## src/rtl/systolic_array_pkg.sv

```systemverilog
// Shared types for the systolic array sequencer: one-hot state encoding,
// state bit positions and the drain-length helper.
package systolic_array_pkg;

    typedef enum logic [4:0] {
        SA_IDLE  = 5'b00001,
        SA_START = 5'b00010,
        SA_COMP  = 5'b00100,
        SA_HALT  = 5'b01000,
        SA_FINI  = 5'b10000
    } systolic_array_state_t;

    localparam int SA_IDLE_BIT  = 0;
    localparam int SA_START_BIT = 1;
    localparam int SA_COMP_BIT  = 2;
    localparam int SA_HALT_BIT  = 3;
    localparam int SA_FINI_BIT  = 4;

    // Cycles needed for the skewed wavefront to leave an n x n array.
    function automatic int SA_DRAIN_CYC(input int n);
        return 2 * n - 2;
    endfunction

endpackage

```

## src/rtl/sa_down_counter.sv

```systemverilog
// Loadable down-counter with synchronous clear; saturates at zero.
module sa_down_counter #(
    parameter int WIDTH = 4
) (
    input  logic             clk,
    input  logic             rst,
    input  logic             clr_i,
    input  logic             load_i,
    input  logic [WIDTH-1:0] load_val_i,
    input  logic             dec_i,
    output logic [WIDTH-1:0] cnt_o,
    output logic             zero_o
);

    logic [WIDTH-1:0] cnt_q;
    logic [WIDTH-1:0] cnt_d;

    always_comb begin
        cnt_d = cnt_q;
        if (clr_i) begin
            cnt_d = '0;
        end else if (load_i) begin
            cnt_d = load_val_i;
        end else if (dec_i && (cnt_q != '0)) begin
            cnt_d = cnt_q - WIDTH'(1);
        end
    end

    always_ff @(posedge clk) begin
        if (rst) begin
            cnt_q <= '0;
        end else begin
            cnt_q <= cnt_d;
        end
    end

    assign cnt_o  = cnt_q;
    assign zero_o = (cnt_q == '0);

endmodule

```

## src/rtl/systolic_array_ctrl.sv

```systemverilog
// Tile sequencer for the weight-stationary systolic array: clears the PEs,
// feeds K operand vectors (stalling on empty buffers), drains, then pulses done.
module systolic_array_ctrl
    import systolic_array_pkg::*;
#(
    parameter int ARR_SIZE = 8,
    parameter int K_W      = 16
) (
    input  logic           clk,
    input  logic           rst,
    input  logic           start_i,
    input  logic [K_W-1:0] k_len_i,
    input  logic           abort_i,
    input  logic           feed_ready_i,
    output logic           feed_rd_o,
    output logic           feed_zero_o,
    output logic           pe_en_o,
    output logic           acc_clr_o,
    output logic [K_W-1:0] k_idx_o,
    output logic           busy_o,
    output logic           done_o,
    output logic [4:0]     state_o
);

    localparam int DRAIN_W = $clog2(2 * ARR_SIZE - 1);
    localparam logic [DRAIN_W-1:0] DRAIN_LOAD = DRAIN_W'(SA_DRAIN_CYC(ARR_SIZE));

    systolic_array_state_t state_q, state_d;
    logic [K_W-1:0]        k_len_q, k_len_d;
    logic [K_W-1:0]        k_idx_q, k_idx_d;
    logic                  drain_q, drain_d;

    logic                  drain_clr;
    logic                  drain_load;
    logic                  drain_dec;
    logic [DRAIN_W-1:0]    drain_cnt;
    logic                  drain_zero;
    logic                  drain_last;

    sa_down_counter #(
        .WIDTH (DRAIN_W)
    ) u_drain_cnt (
        .clk        (clk),
        .rst        (rst),
        .clr_i      (drain_clr),
        .load_i     (drain_load),
        .load_val_i (DRAIN_LOAD),
        .dec_i      (drain_dec),
        .cnt_o      (drain_cnt),
        .zero_o     (drain_zero)
    );

    // A zero count while draining cannot normally occur; treat it as the end too.
    assign drain_last = drain_zero || (drain_cnt == DRAIN_W'(1));

    always_comb begin
        state_d     = state_q;
        k_len_d     = k_len_q;
        k_idx_d     = k_idx_q;
        drain_d     = drain_q;
        drain_clr   = 1'b0;
        drain_load  = 1'b0;
        drain_dec   = 1'b0;
        feed_rd_o   = 1'b0;
        feed_zero_o = 1'b0;
        pe_en_o     = 1'b0;
        acc_clr_o   = 1'b0;
        busy_o      = 1'b0;
        done_o      = 1'b0;

        unique case (state_q)
            SA_IDLE: begin
                if (start_i) begin
                    state_d   = SA_START;
                    k_len_d   = k_len_i;
                    k_idx_d   = '0;
                    drain_d   = 1'b0;
                    drain_clr = 1'b1;
                end
            end
            SA_START: begin
                acc_clr_o = 1'b1;
                busy_o    = 1'b1;
                state_d   = (k_len_q == '0) ? SA_FINI : SA_COMP;
            end
            SA_COMP: begin
                busy_o = 1'b1;
                if (drain_q) begin
                    pe_en_o     = 1'b1;
                    feed_zero_o = 1'b1;
                    drain_dec   = 1'b1;
                    if (drain_last) begin
                        state_d = SA_FINI;
                        drain_d = 1'b0;
                    end
                end else begin
                    feed_rd_o = feed_ready_i;
                    pe_en_o   = feed_ready_i;
                    if (!feed_ready_i) begin
                        state_d = SA_HALT;
                    end else if (k_idx_q == k_len_q - K_W'(1)) begin
                        // Last vector: k_idx stays on it so it never passes K-1.
                        drain_d    = 1'b1;
                        drain_load = 1'b1;
                    end else begin
                        k_idx_d = k_idx_q + K_W'(1);
                    end
                end
            end
            SA_HALT: begin
                busy_o = 1'b1;
                if (feed_ready_i) begin
                    state_d = SA_COMP;
                end
            end
            SA_FINI: begin
                busy_o  = 1'b1;
                done_o  = 1'b1;
                state_d = SA_IDLE;
                k_idx_d = '0;
            end
            default: begin
                state_d = SA_IDLE;
            end
        endcase

        if (abort_i && (state_q != SA_IDLE)) begin
            state_d    = SA_IDLE;
            k_idx_d    = '0;
            drain_d    = 1'b0;
            drain_clr  = 1'b1;
            drain_load = 1'b0;
            drain_dec  = 1'b0;
        end
    end

    always_ff @(posedge clk) begin
        if (rst) begin
            state_q <= SA_IDLE;
            k_len_q <= '0;
            k_idx_q <= '0;
            drain_q <= 1'b0;
        end else begin
            state_q <= state_d;
            k_len_q <= k_len_d;
            k_idx_q <= k_idx_d;
            drain_q <= drain_d;
        end
    end

    assign k_idx_o = k_idx_q;
    assign state_o = state_q;

endmodule

```

## config.mk

```make
export PLATFORM = sky130hd
export DESIGN_NAME = systolic_array_ctrl
export DESIGN_NICKNAME = d
export VERILOG_FILES = /design/src/rtl/systolic_array_pkg.sv /design/src/rtl/sa_down_counter.sv /design/src/rtl/systolic_array_ctrl.sv
export SDC_FILE = /design/constraint.sdc
export NUM_CORES = 1
export LEC_CHECK = 0
export BUFFER_PORTS_ARGS = -buffer_cell sky130_fd_sc_hd__buf_2
export CAP_MARGIN = 10
export CORE_UTILIZATION = 40
export DETAILED_ROUTE_END_ITERATION = 16
export HOLD_SLACK_MARGIN = 0.1
export PLACE_DENSITY = 0.59
export SETUP_SLACK_MARGIN = 0.02
export SLEW_MARGIN = 10
export SYNTH_ARGS = -nofsm -noshare
export SYNTH_HDL_FRONTEND = slang
export SYNTH_SLANG_ARGS = --single-unit
```

## constraint.sdc

```tcl
create_clock -name clk -period 3 [get_ports clk]
set_clock_uncertainty 0.15 [all_clocks]
set_input_delay 0.15 -clock clk [delete_from_list [all_inputs] [get_ports clk]]
set_output_delay 0.15 -clock clk [all_outputs]
set_load 0.1 [all_outputs]
```

# Word level (Yosys, flattened, before mapping)

Index checks and enable logic that the tools add are counted.

Flip-flop bits (word level): 42
Memory bits (read-only): 0
RAM bits: 0
Memories: 0
Latch bits: 0
Bits of input ports: 21

Order comparisons: 0
Muxes and demuxes: 36
Bitwise logic cells: 0
Equality and inequality tests: 15
Divide/modulo/power cells: 0
Reduce and logical (&&, ||, !) cells: 17
$mul: 0
Shifts and indexed selects: 0
$add $sub $neg: 3

Operator list:

| kind                    | number |
|---|---|
| $mux W16                | 4 |
| $pmux W16 S3            | 1 |
| $mux W5                 | 6 |
| $mux W1                 | 21 |
| $pmux W5 S4             | 1 |
| $add A16 B1 Y16 const B | 1 |
| $eq A16 B16 Y1          | 1 |
| $logic_not A16 Y1       | 1 |
| $sub A16 B1 Y16 const B | 1 |
| $ne A2 B2 Y1 const B    | 5 |
| $mux W4                 | 2 |
| $ne A3 B3 Y1 const B    | 2 |
| $eq A5 B1 Y1 const B    | 1 |
| $eq A5 B2 Y1 const B    | 1 |
| $eq A5 B3 Y1 const B    | 1 |
| $eq A5 B4 Y1 const B    | 1 |
| $eq A5 B5 Y1 const B    | 1 |
| $ne A5 B1 Y1 const B    | 1 |
| $reduce_and A5 Y1       | 1 |
| $eq A4 B1 Y1 const B    | 1 |
| $logic_not A4 Y1        | 1 |
| $reduce_and A2 Y1       | 2 |
| $reduce_and A4 Y1       | 1 |
| $reduce_bool A2 Y1      | 2 |
| other kinds (9)         | 11 |

# Logic depth before layout (Yosys ltp)

Word-level depth: 8
Depth in mapped cells: 12
Mapped depth without buffers: 10

# Hierarchy

Synthesis repeated with hierarchy kept, for this count alone.

Cells, all modules: 354
Area total of the unflattened synthesis: 2,713.9 um^2

Modules (own cells, without submodules):

| module              | area an instance (um^2) | times used | cells each |
|---|---|---|---|
| systolic_array_ctrl | 2,457.4                 | 1          | 323 |
| sa_down_counter     | 256.5                   | 1          | 31 |

# Worst setup path after synthesis

OpenSTA, ideal clock, no wires.

Path type: register -> register
From: register state_q[2] (netlist: state_o[2])
To: register state_q[3] (netlist: state_o[3])
Buffers on the path: 0
Clock period less this slack: 3.630 ns
Setup time: 0.114 ns
Setup slack: -0.630 ns
Data required time: 2.736 ns
Arrival time: 3.367 ns
Cell stages (with the launch flop): 7
Path through: dfxtp_1 nand3_1 nor2_1 and2_1 nor3_1 a21oi_1 nor2_1

Word-level cells in the longest chain between the ends: 3
Elaborated cells on any way between the ends: 13
Those cells by class: eq/ne: 9; mux: 1; reduce/logical: 3

Ends and longest elaborated chain:

| item                                                                          | line                       | text |
|---|---|---|
| start: declaration                                                            | systolic_array_ctrl.sv:28  | `systolic_array_state_t state_q, state_d;` |
| start signal: assignment                                                      | systolic_array_ctrl.sv:144 | `state_q <= state_d;` |
| $eq A5 B3 Y1, or another cell as far along                                    | systolic_array_ctrl.sv:71  | `unique case (state_q)` |
| $ne A3 B3 Y1 (no source line), or another cell as far along                   | -                          |  |
| $reduce_and A4 Y1 (no source line) / $reduce_or A2 Y1 (equally long branches) | -                          |  |

Parallel ways exist; a longest one is shown, timed or not.
A chain may end at the register's enable or synchronous reset.

# Worst setup path in the final report

From: register k_len_q[7]
To: register k_idx_q[15] (netlist: k_idx_o[15])

Word-level cells in the longest chain between the ends: 4

Ends and longest elaborated chain:

| item                               | line                       | text |
|---|---|---|
| start: declaration                 | systolic_array_ctrl.sv:29  | `logic [K_W-1:0] k_len_q, k_len_d;` |
| start signal: assignment           | systolic_array_ctrl.sv:145 | `k_len_q <= k_len_d;` |
| $sub A16 B1 Y16                    | systolic_array_ctrl.sv:101 | `end else if (k_idx_q == k_len_q - K_W'(1)) begin` |
| $eq A16 B16 Y1                     | systolic_array_ctrl.sv:101 |  |
| $ne A2 B2 Y1 (no source line)      | -                          |  |
| $reduce_and A5 Y1 (no source line) | -                          |  |
| end signal: assignment             | systolic_array_ctrl.sv:146 | `k_idx_q <= k_idx_d;` |
| end: declaration                   | systolic_array_ctrl.sv:30  | `logic [K_W-1:0] k_idx_q, k_idx_d;` |

No other way between the ends.

==> metrics.txt <==
outcome complete, no violations; Final setup viols 0; Max Slew Vio Count 0; Hold Vio Cnt, Final 0; highest clock rate 351.3 MHz; Fin Setup TNS 0 ns; Worst EP arrival 2.93 ns; # nets final 447; Synth Flop Type dfxtp_1; routed vias 2765; family with the most delay on the worst path simple AND/OR/NAND/NOR gates; Worst EP required 3.08 ns; Pwr Total 2.021 mW; DP HPWL 5230 microns; synthesized area 2605 sq um; clock-pin slew on the worst setup and hold paths 0.08 ns; multi-input logic area 1665 sq um; syn avg cell area 7.662 sq um; Overflow after GRT 0; mean routed wirelength per cell 14.49 microns; Port Buffers 47; die area 6839 sq um; vias in the first global route 2465; RSZ-0062 raised after global routing true; Sink Count 42; register area 849.6 sq um; total wire length 7244 microns; number of synthesis warnings 0; Rows 29; clk buf depth 2; placer's final routability congestion estimate 0.8397; root buffer selected by CTS clkbuf_8; Core Util, Final 0.5414; Critical Path Sink Type flip-flop; startpoint type of the worst setup path flip-flop; CTS tree yes; initial DRC count 186; Num CTS Buffers 5; power density over the cells 591.3 nW/um^2; chip width 82.70 microns; antenna violations before repair 0; fin cells 500; IR drop worst, VDD 0.5317 mV; Layout fillers 633; Layout area overhead 31.22%; H-tree levels 2; syn_nets 365; first-pass iteration count of the detailed router 4; fin area 3418 sq um; Final ANT Viol Nets 0; Initial Util 0.4126; Clock Latency Late Sink 0.30 ns; Slew HR 0.5895; DRC violations left 0; Die Span Y 82.70 microns; sequential element share of the synthesized area 0.3228; first-pass GRT wire length 11780 microns; final cycle utilization of the critical path 0.9489; leakage power 1.382 nW; Critical path buffers and inverters 2; Yosys cell types 54; max cap viols 0; share of cells above drive strength 1 0.2199; total track usage 0.2276; cells along the critical path or4_4 > o31a_1 > o32ai_1 > mux2i_1 > buf_4 > nand4_1 > o2111ai_2 > buf_6 > or3_1 > a21oi_1; Seq cells post-synth 42; Cells after DPL 457; CP max-delay cell or4_4; Worst Hold Class in -> reg; Async SR Flop Fraction 0; minimum clock period 2.847 ns; Max stage delay on crit path 0.55 ns; WS Path Type reg -> reg; largest net degree at the start of global routing 20; Ant. Diodes 0; number of synthesized flops with an enable pin 0; Worst-Margin Slew 0.6120 ns; io pins 48; Cells after Synth 340; vias per std cell 5.530; Cell Area, Placed 2942 sq um; Core ar. 6314 sq um; worst-path fanout max 7
worst paths after layout:
check / depth (start not counted) / endpoint / from / slack, ns
worst min register to register: 2 / k_idx_o[15]$_SDFFE_PP0P_ / k_idx_o[15]$_SDFFE_PP0P_ / 0.38
worst min-delay path: 4 / drain_q$_SDFFE_PP0P_ / abort_i / 0.23
worst max-delay path: 10 / k_idx_o[15]$_SDFFE_PP0P_ / k_len_q[7]$_SDFFE_PP0P_ / 0.15
worst max register to register: 10 / k_idx_o[15]$_SDFFE_PP0P_ / k_len_q[7]$_SDFFE_PP0P_ / 0.15
timing repair:
item	4_1_cts	5_1_grt
endpoints found under the hold margin	18	0
setup buffers	0	1
hold buffers	33	0
gates resized for setup	0	13
setup endpoints to repair	0	21
through the flow:
step,worst slack [ns],hold slack [ns]
global route,-0.02247,0.2784
floorplan,0.02116,0.1475
detailed placement,0.08590,0.2573
global placement,0.1616,0.2524
finish,0.1533,0.2299
CTS,0.08605,0.2194
state kept, by name, indices dropped and copies added, names as in the netlist:
| name | cells |
|---|---|
| k_len_q | 16 |
| state_o | 5 |
| u_drain_cnt.cnt_o | 4 |
| drain_q | 1 |
| k_idx_o | 16 |
power breakdown:
| group | switching [mW] | internal, mW |
|---|---|---|
| registers | 0.0587 | 0.604 |
| logic | 0.590 | 0.383 |
| clock network | 0.199 | 0.186 |
worst register-to-register path, cell delays in order (launching register included):
cell       delay [ns]
dfxtp_1          0.37
or4_4            0.55
o31a_1           0.26
o32ai_1          0.25
mux2i_1          0.11
buf_4            0.16
nand4_1          0.12
o2111ai_2        0.15
buf_6            0.17
or3_1            0.34
a21oi_1          0.14
logic make-up (layout without fill, tap and decap cells):
family	after synthesis	in the layout	synth area share
flip-flops	42	42	0.3228
multiplexers	1	1	0.003843
AO/OA/AOI/OAI	76	76	0.1816
XOR/XNOR	21	21	0.07637
AND/OR/NAND/NOR	166	166	0.3434
buffers and inverters	30	113	0.05283
adder cells (fa/ha/maj)	4	4	0.01921
routing by layer:
layer / vias to the layer above / wire [microns] / part of all wire / global-route usage
met5: - / 0 / 0 / 0
li1: 1395 / - / - / -
met4: 0 / 108 / 0.015 / 0.06897
met2: 51 / 3371 / 0.47 / 0.3762
met1: 1309 / 3486 / 0.48 / 0.3006
met3: 10 / 278 / 0.038 / 0.03846
cell type report:
| type | instances | area share |
|---|---|---|
| clock buffer | 7 | 0.02526 |
| sequential | 42 | 0.2485 |
| multi-input combinational | 268 | 0.4872 |
| clock inverter | 1 | 0.001464 |
| timing repair buffer | 93 | 0.1962 |
| inverter | 12 | 0.01318 |
| tap | 77 | 0.02818 |
cell usage after synthesis (10+ instances only):
master    count  area, sq um
nand3_1      23        115.1
dfxtp_1      42        840.8
inv_1        12        45.04
nor3_1       10        50.05
a21oi_1      36        180.2
nand2_1      40        150.1
clkbuf_1     12        45.04
nor2_1       24        90.09
o21ai_0      15        75.07
nand4_1      11        68.82
xnor2_1      12        105.1
or3_1        17        106.4
layout by cell type (no fill, tap or decap), types with 5 or more instances in the layout:
cell type	count
a21oi_1	35
and3_1	5
buf_2	47
buf_4	11
clkbuf_8	6
dfxtp_1	37
dlygate4sd3_1	33
inv_1	12
nand2_1	40
nand3_1	23
nand4_1	11
nor2_1	23
nor3_1	10
nor4_1	5
o21ai_0	14
or3_1	16
xnor2_1	12
xor2_1	8
(Power assumes the default switching activity.)
